[src/rtl/instruction_queue.sv]
// Circular FIFO buffering {pc, inst} entries between fetch and decode/dispatch.
// Valid/ready on both sides, a global rdy enable, and a single-cycle flush for branch redirect.
module instruction_queue #(
  parameter int INST_WIDTH = 32,
  parameter int ADDR_WIDTH = 17,
  parameter int DEPTH_LOG  = 4
) (
  input  logic                             clk,
  input  logic                             rst_n,
  input  logic                             rdy,
  input  logic                             flush,
  input  logic                             in_valid,
  input  logic [ADDR_WIDTH+INST_WIDTH-1:0] in_entry,
  output logic                             in_ready,
  output logic                             out_valid,
  output logic [ADDR_WIDTH+INST_WIDTH-1:0] out_entry,
  input  logic                             out_ready,
  output logic [DEPTH_LOG:0]               count
);

  localparam int DEPTH = 1 << DEPTH_LOG;
  localparam int EW    = ADDR_WIDTH + INST_WIDTH;

  localparam logic [DEPTH_LOG:0]   CNT_FULL = {1'b1, {DEPTH_LOG{1'b0}}};
  localparam logic [DEPTH_LOG:0]   CNT_ONE  = 1;
  localparam logic [DEPTH_LOG-1:0] PTR_ONE  = 1;

  logic [EW-1:0]        mem_q [DEPTH];
  logic [DEPTH_LOG-1:0] head_q, head_d;
  logic [DEPTH_LOG-1:0] tail_q, tail_d;
  logic [DEPTH_LOG:0]   count_q, count_d;
  logic                 push, pop;

  // Readiness comes from the registered count only: no pass-through when full.
  assign in_ready  = (count_q != CNT_FULL);
  assign out_valid = (count_q != '0);
  assign out_entry = mem_q[head_q];
  assign count     = count_q;

  assign push = rdy && !flush && in_valid  && in_ready;
  assign pop  = rdy && !flush && out_valid && out_ready;

  always_comb begin
    head_d  = head_q;
    tail_d  = tail_q;
    count_d = count_q;
    if (rdy && flush) begin
      head_d  = '0;
      tail_d  = '0;
      count_d = '0;
    end else begin
      if (push) tail_d = tail_q + PTR_ONE;
      if (pop)  head_d = head_q + PTR_ONE;
      case ({push, pop})
        2'b10:   count_d = count_q + CNT_ONE;
        2'b01:   count_d = count_q - CNT_ONE;
        default: count_d = count_q;
      endcase
    end
  end

  always_ff @(posedge clk or negedge rst_n) begin
    if (!rst_n) begin
      head_q  <= '0;
      tail_q  <= '0;
      count_q <= '0;
    end else begin
      head_q  <= head_d;
      tail_q  <= tail_d;
      count_q <= count_d;
    end
  end

  // Storage is not reset; contents are meaningless until written.
  always_ff @(posedge clk) begin
    if (push) mem_q[tail_q] <= in_entry;
  end

endmodule

[config.mk]
export PLATFORM = sky130hd
export DESIGN_NAME = instruction_queue
export DESIGN_NICKNAME = d
export VERILOG_FILES = /design/src/rtl/instruction_queue.sv
export SDC_FILE = /design/constraint.sdc
export NUM_CORES = 1
export LEC_CHECK = 0
export ABC_AREA = 1
export BUFFER_PORTS_ARGS = -buffer_cell sky130_fd_sc_hd__clkbuf_2
export CAP_MARGIN = 25
export CORE_MARGIN = 5
export CORE_UTILIZATION = 55
export DETAILED_ROUTE_END_ITERATION = 8
export PLACE_DENSITY = 0.72
export REMOVE_ABC_BUFFERS = 1
export SLEW_MARGIN = 40
export SYNTH_ARGS = -nofsm -noshare
export SYNTH_HDL_FRONTEND = slang
export SYNTH_SLANG_ARGS = --single-unit
[constraint.sdc]
create_clock -name clk -period 9.1 [get_ports clk]
set_input_delay 0.91 -clock clk [delete_from_list [all_inputs] [get_ports clk]]
set_output_delay 0.91 -clock clk [all_outputs]
set_load 0.01 [all_outputs]
==> flow_summary_export.csv, run 1 <==
group,metric,value,unit
outcome,status,"finished, final reports clean",
worst_setup_path,startpoint_type,"flip-flop",
run,cap_violations,0,
clock_network,cts_resized,0,
clock_network,post_cts_buffers,0,
worst_setup_path,crit_buf_inv,4,
die,coreArea,0.0587,mm²
synthesis,synth_seq_area_share,0.737,
die,die_y,253,µm
sta,rsz0062_at_grt,"false",
sta,finClkSkew,0.0207,ns
synthesis,synthTopCellsByCount,"784 x edfxtp_1, 530 x nor2_1, 306 x nand3_1",
worst_setup_path,worstPathArrival,3.67,ns
clock_network,cts-htree-levels,3,
clock_network,clk_latency,0.61,ns
sta,worstMarginPinSlew,0.855,ns
drt,drt-pass1-iter-count,5,
power_and_ir_drop,power.internal,6440,µW
drt,drc_errors,0,
die,die_x,253,µm
die,initial_core_util,0.552,
sta,fin_tns_setup,0,ns
synthesis,syn-cell-area,0.0324,mm²
sta,hold_viol,0,
synthesis,synth_edf_count,784,
placement,dp_hpwl,35.7,mm
clock_network,clk_pin_slew,0.06,ns
power_and_ir_drop,leakage,0.0125,µW
die,pin_count,111,
sta,slew_viol_final,0,
synthesis,synth.top_cell.area_share,0.727,
synthesis,synthArstFlopShare,0.0163,
finish,syn_to_final_growth,11.5,%
placement,gp_congestion,0.757,
clock_network,cts_tree,"built",
global_routing,grt_pass1_vias,19876,
worst_setup_path,rr_startpoint,"count[0]$_DFFE_PN0P_",
worst_setup_path,worstPathRequired,8.19,ns
synthesis,synth_top_area_cell,"edfxtp_1",
worst_setup_path,max_stage_delay,0.68,ns
worst_setup_path,cp-end-kind,"output port",
drt,dr.first_iter.drc_count,2232,
clock_network,ctsHoldBuffers,0,
synthesis,ys.flop_type,"edfxtp_1",
power_and_ir_drop,cellPowerDensity,246,mW/mm²
drt,wirelength,74.8,mm
power_and_ir_drop,power_frac_seq,0.461,
synthesis,avgSynthCellArea,12.4,µm²
global_routing,grt_pass1_wl,114,mm
worst_setup_path,path_cells,"buf_12 -> inv_12 -> buf_6 -> nor2_1 -> nor2_1 -> o21ai_0 -> nand3_1 -> nand3_1 -> nand2_1 -> clkbuf_2",
worst_setup_path,crit_slowest_cell,"buf_6",
global_routing,grt_start_max_net_pins,167,
synthesis,ys_ff_latch,797,
power_and_ir_drop,pwr-share-clk,0.357,
placement,dp_cells,3362,
finish,nets,2736,
finish,drive_above_1_share,0.107,
sta,hold_slack,0.193,ns
sta,clock.fmax,218,MHz
die,die-area,0.0638,mm²
drt,vias_per_cell,5.79,
synthesis,synthDistinctLibCells,28,
worst_setup_path,crit_family,"buffers and inverters",
drt,drtAntennaViolNets,0,
drt,routedWlPerCell,21.3,µm
placement,portBuffers,110,
die,rows,89,
clock_network,cts.sinks,797,
finish,fin_cells,3511,
global_routing,grt_use_total,0.231,
sta,fin_crit,4.58,ns
synthesis,synthCells,2608,
global_routing,grt_remaining_overflow,0,
sta,setup_viol,0,
drt,num_vias,20331,
clock_network,clockRootBuffer,"clkbuf_16",
sta,finalCritPeriodShare,0.503,
worst_setup_path,r2r_slack,6.00,ns
worst_setup_path,reg2reg_to,"mem_q[1][4]$_DFFE_PP_",
power_and_ir_drop,power.share.combinational,0.182,
power_and_ir_drop,p_sw_frac,0.276,
min_path,hp-class,"primary input to async pin",
power_and_ir_drop,switchingPower,2460,µW
power_and_ir_drop,ir_drop,0.158,mV
synthesis,synth.most_common_cell,"edfxtp_1",
worst_setup_path,reg2reg_depth,7,
clock_network,clockBufferDepth,3,
global_routing,antenna_found_initial,7,
worst_setup_path,crit_type,"flip-flop to output port",
sta,slew_headroom,0.430,
worst_setup_path,path_max_fanout,166,
synthesis,yosys_warnings,0,
synthesis,yosys-top-cells-area,"edfxtp_1 73%, nor2_1 6.1%, nand3_1 4.7%",
clock_network,numCtsBuffers,80,
state kept, by name (all words and copies together), names as in the netlist:
signal,count
head_q,4
count,5
tail_q,4
mem_q,784
how the worst max path moves through the flow:
stage                     startpoint            end  slack, ns  cells past startpoint
3_3_place_gp   head_q[0]$_DFFE_PN0P_  out_entry[15]       4.70                      9
3_5_place_dp   head_q[0]$_DFFE_PN0P_  out_entry[15]       5.12                      9
5_1_grt        head_q[0]$_DFFE_PN0P_  out_entry[15]       4.30                     10
6_report       head_q[0]$_DFFE_PN0P_  out_entry[15]       4.52                     10
2_1_floorplan  head_q[0]$_DFFE_PN0P_  out_entry[12]      -4.08                      5
4_1_cts        head_q[0]$_DFFE_PN0P_  out_entry[15]       4.44                      9
placed cells by master, fill, tap and decap left out, drive strengths merged, types with 2 or more instances in the layout:
cell	synthesis	final
clkinv	0	31
clkbuf	55	213
diode	0	4
nand4	2	2
inv	160	162
o211ai	123	123
dfrtp	13	13
nand2	208	208
buf	108	35
o21ai	280	280
bufinv	0	6
edfxtp	784	784
nand3	306	306
nor2	540	540
clkinvlp	0	2
ha	8	8
xor2	4	4
a21oi	12	12
per-layer routing:
layer	GRT usage	vias up	share of wire
li1	-	9382	-
met1	0.328	9941	0.42
met2	0.369	873	0.47
met3	0.0420	129	0.084
met4	0.0751	6	0.024
met5	0	-	0.00055
per-stage QoR:
step | setup WS [ns] | cell area (µm²) | total power [µW] | util
floorplan | -4.08 | 31400 | 5400 | -
detailed placement | 5.12 | 33500 | 5790 | 0.571
finish | 4.52 | 36100 | 8900 | 0.615
global placement | 4.70 | 33300 | 5730 | 0.567
CTS | 4.44 | 36100 | 8940 | 0.614
global route | 4.30 | 36100 | 9290 | 0.615
area by class of cell:
class	count	area, µm²
antenna	4	10.0
clock buffer	102	2170
clock inverter	41	375
fill	4323	22600
inverter	160	628
multi-input combinational	1488	7050
sequential	797	23900
tap	773	967
timing repair buffer	146	1040
power by group through the flow:
stage | combinational, µW | sequential (µW) | clock [µW]
after CTS | 1600 | 4120 | 3220
after detailed placement | 1590 | 4200 | 0
after floorplan | 1070 | 4320 | 0
after global placement | 1540 | 4190 | 0
final | 1620 | 4100 | 3170
after global routing | 1810 | 4100 | 3380
cell families (layout without fill, tap and decap cells):
group | Yosys count | after routing | synth area share
adders and majority gates | 8 | 8 | 0.00309
AOI/OAI and AO/OA | 416 | 416 | 0.0738
DFF | 797 | 797 | 0.737
and+or+nand+nor | 1059 | 1059 | 0.136
other | 0 | 4 | 0
buffers and inverters | 323 | 449 | 0.0489
xor gates and xnor gates | 5 | 5 | 0.00135
Power figures use the tool's default switching activity.
==> run 2: changes to the inputs <==
Clock period 9.1 ns to 4.6 ns, I/O delays scaled along.
==> flow_summary_export.csv, run 2 (synthesized netlist as in run 1, its figures left out) <==
group,metric,value,unit
outcome,status,"finished, final reports clean",
placement,portBuffers,110,
clock_network,post_cts_buffers,0,
finish,multi_input_area,0.00705,mm²
finish,regArea,0.0239,mm²
clock_network,numCtsBuffers,79,
placement,placed_cell_area,0.0336,mm²
clock_network,clockRootBuffer,"clkbuf_16",
die,die-area,0.0638,mm²
worst_setup_path,cp-end-kind,"output port",
clock_network,ctsHoldBuffers,1,
global_routing,grt_remaining_overflow,0,
global_routing,grt_pass1_wl,115,mm
sta,rsz0062_at_grt,"false",
worst_setup_path,crit_type,"flip-flop to output port",
sta,finClkSkew,0.0171,ns
die,rows,89,
placement,gp_congestion,0.772,
finish,regMostFlops,"mem_q",
power_and_ir_drop,power.internal,12800,µW
finish,layout_commonest_cell,"edfxtp_1",
die,pin_count,111,
clock_network,cts-htree-levels,3,
die,coreArea,0.0587,mm²
drt,drtAntennaViolNets,0,
worst_setup_path,worstPathRequired,4.14,ns
finish,fillers,4266,
drt,vias_per_cell,5.82,
drt,drc_errors,0,
sta,worstMarginPinSlew,0.884,ns
die,die_x,253,µm
drt,dr.first_iter.drc_count,2492,
power_and_ir_drop,p_sw_frac,0.278,
sta,clock.fmax,279,MHz
finish,nets,2740,
sta,fin_crit,3.58,ns
finish,largest_reg_flops,784,
power_and_ir_drop,power_frac_seq,0.459,
sta,finalCritPeriodShare,0.779,
sta,setup_viol,0,
clock_network,cts_resized,0,
die,initial_core_util,0.552,
clock_network,cts_tree,"built",
finish,drive_above_1_share,0.108,
drt,routedWlPerCell,21.6,µm
finish,layout_common_cells,"784 x edfxtp_1, 514 x nor2_1, 306 x nand3_1",
power_and_ir_drop,cellPowerDensity,489,mW/mm²
power_and_ir_drop,switchingPower,4910,µW
worst_setup_path,worstPathArrival,3.12,ns
power_and_ir_drop,ir_drop,0.351,mV
min_path,hp-class,"primary input to flip-flop",
sta,slew_viol_final,0,
global_routing,antenna_found_initial,4,
drt,wirelength,75.8,mm
worst_setup_path,r2r_slack,1.88,ns
finish,fin_util,0.616,
clock_network,clockBufferDepth,3,
global_routing,grt_start_max_net_pins,219,
drt,num_vias,20435,
sta,hold_slack,0.237,ns
power_and_ir_drop,leakage,0.0125,µW
sta,hold_viol,0,
placement,dp_hpwl,37.2,mm
worst_setup_path,startpoint_type,"flip-flop",
die,die_y,253,µm
sta,slew_headroom,0.410,
run,cap_violations,0,
clock_network,clk_latency,0.62,ns
worst_setup_path,path_max_fanout,97,
finish,syn_to_final_growth,11.6,%
power_and_ir_drop,power.share.combinational,0.184,
power_and_ir_drop,pwr-share-clk,0.357,
global_routing,grt_use_total,0.234,
clock_network,cts.sinks,797,
drt,drt-pass1-iter-count,5,
global_routing,grt_pass1_vias,19939,
clock_network,clk_pin_slew,0.06,ns
finish,postLayoutCellArea,0.0362,mm²
==> run 2: layout make-up <==
| class | instances | area share |
|---|---|---|
| timing repair buffer | 151 | 0.0307 |
| clock buffer | 100 | 0.0580 |
| tap | 773 | 0.0268 |
| sequential | 797 | 0.661 |
| multi-input combinational | 1488 | 0.195 |
| clock inverter | 40 | 0.0116 |
| inverter | 160 | 0.0172 |
| antenna | 2 | 0.000138 |
==> run 2: worst max-delay path, stage by stage (launching register included) <==
cell,delay (ns)
dfrtp_4,0.72
inv_8,0.46
buf_12,0.44
o211ai_1,0.22
nand3_1,0.14
nand3_1,0.09
nand2_1,0.19
clkbuf_2,0.17
==> run 2: final timing paths <==
kind                                  startpoint                      end  cells past startpoint
min in group asynchronous                  rst_n     count[2]$_DFFE_PN0P_                      2
max in group asynchronous                  rst_n    head_q[2]$_DFFE_PN0P_                      2
max reg2reg                 count[1]$_DFFE_PN0P_  mem_q[14][26]$_DFFE_PP_                      7
max                        head_q[1]$_DFFE_PN0P_            out_entry[35]                      7
min reg2reg                 count[4]$_DFFE_PN0P_     count[4]$_DFFE_PN0P_                      2
min                                 in_entry[36]   mem_q[1][36]$_DFFE_PP_                      1
==> run 2: routing by layer <==
metal  vias to the layer above  routed length (µm)  track usage  part of all wire
li1                       9388                   -            -                 -
met1                      9981               31200        0.330              0.41
met2                       950               36600        0.384              0.48
met3                       112                6640       0.0399             0.088
met4                         4                1410       0.0647             0.019
met5                         -                  21            0           0.00028
==> run 2: power groups by stage <==
stage / clock, µW / combinational, µW / sequential, µW
after global placement: 0 / 3160 / 8270
final: 6300 / 3260 / 8120
after detailed placement: 0 / 3230 / 8270
after floorplan: 0 / 1870 / 8500
after global routing: 6680 / 3610 / 8120
after CTS: 6370 / 3260 / 8120
==> run 2: per-stage QoR <==
step	std cells	TNS, ns	power (µW)	setup slack, ns
global route	3509	0	18400	0.933
detailed placement	3366	0	11500	1.71
finish	3511	0	17700	1.02
CTS	3507	0	17700	1.01
global placement	3366	0	11400	1.76
floorplan	2445	-418.78	10400	-8.13
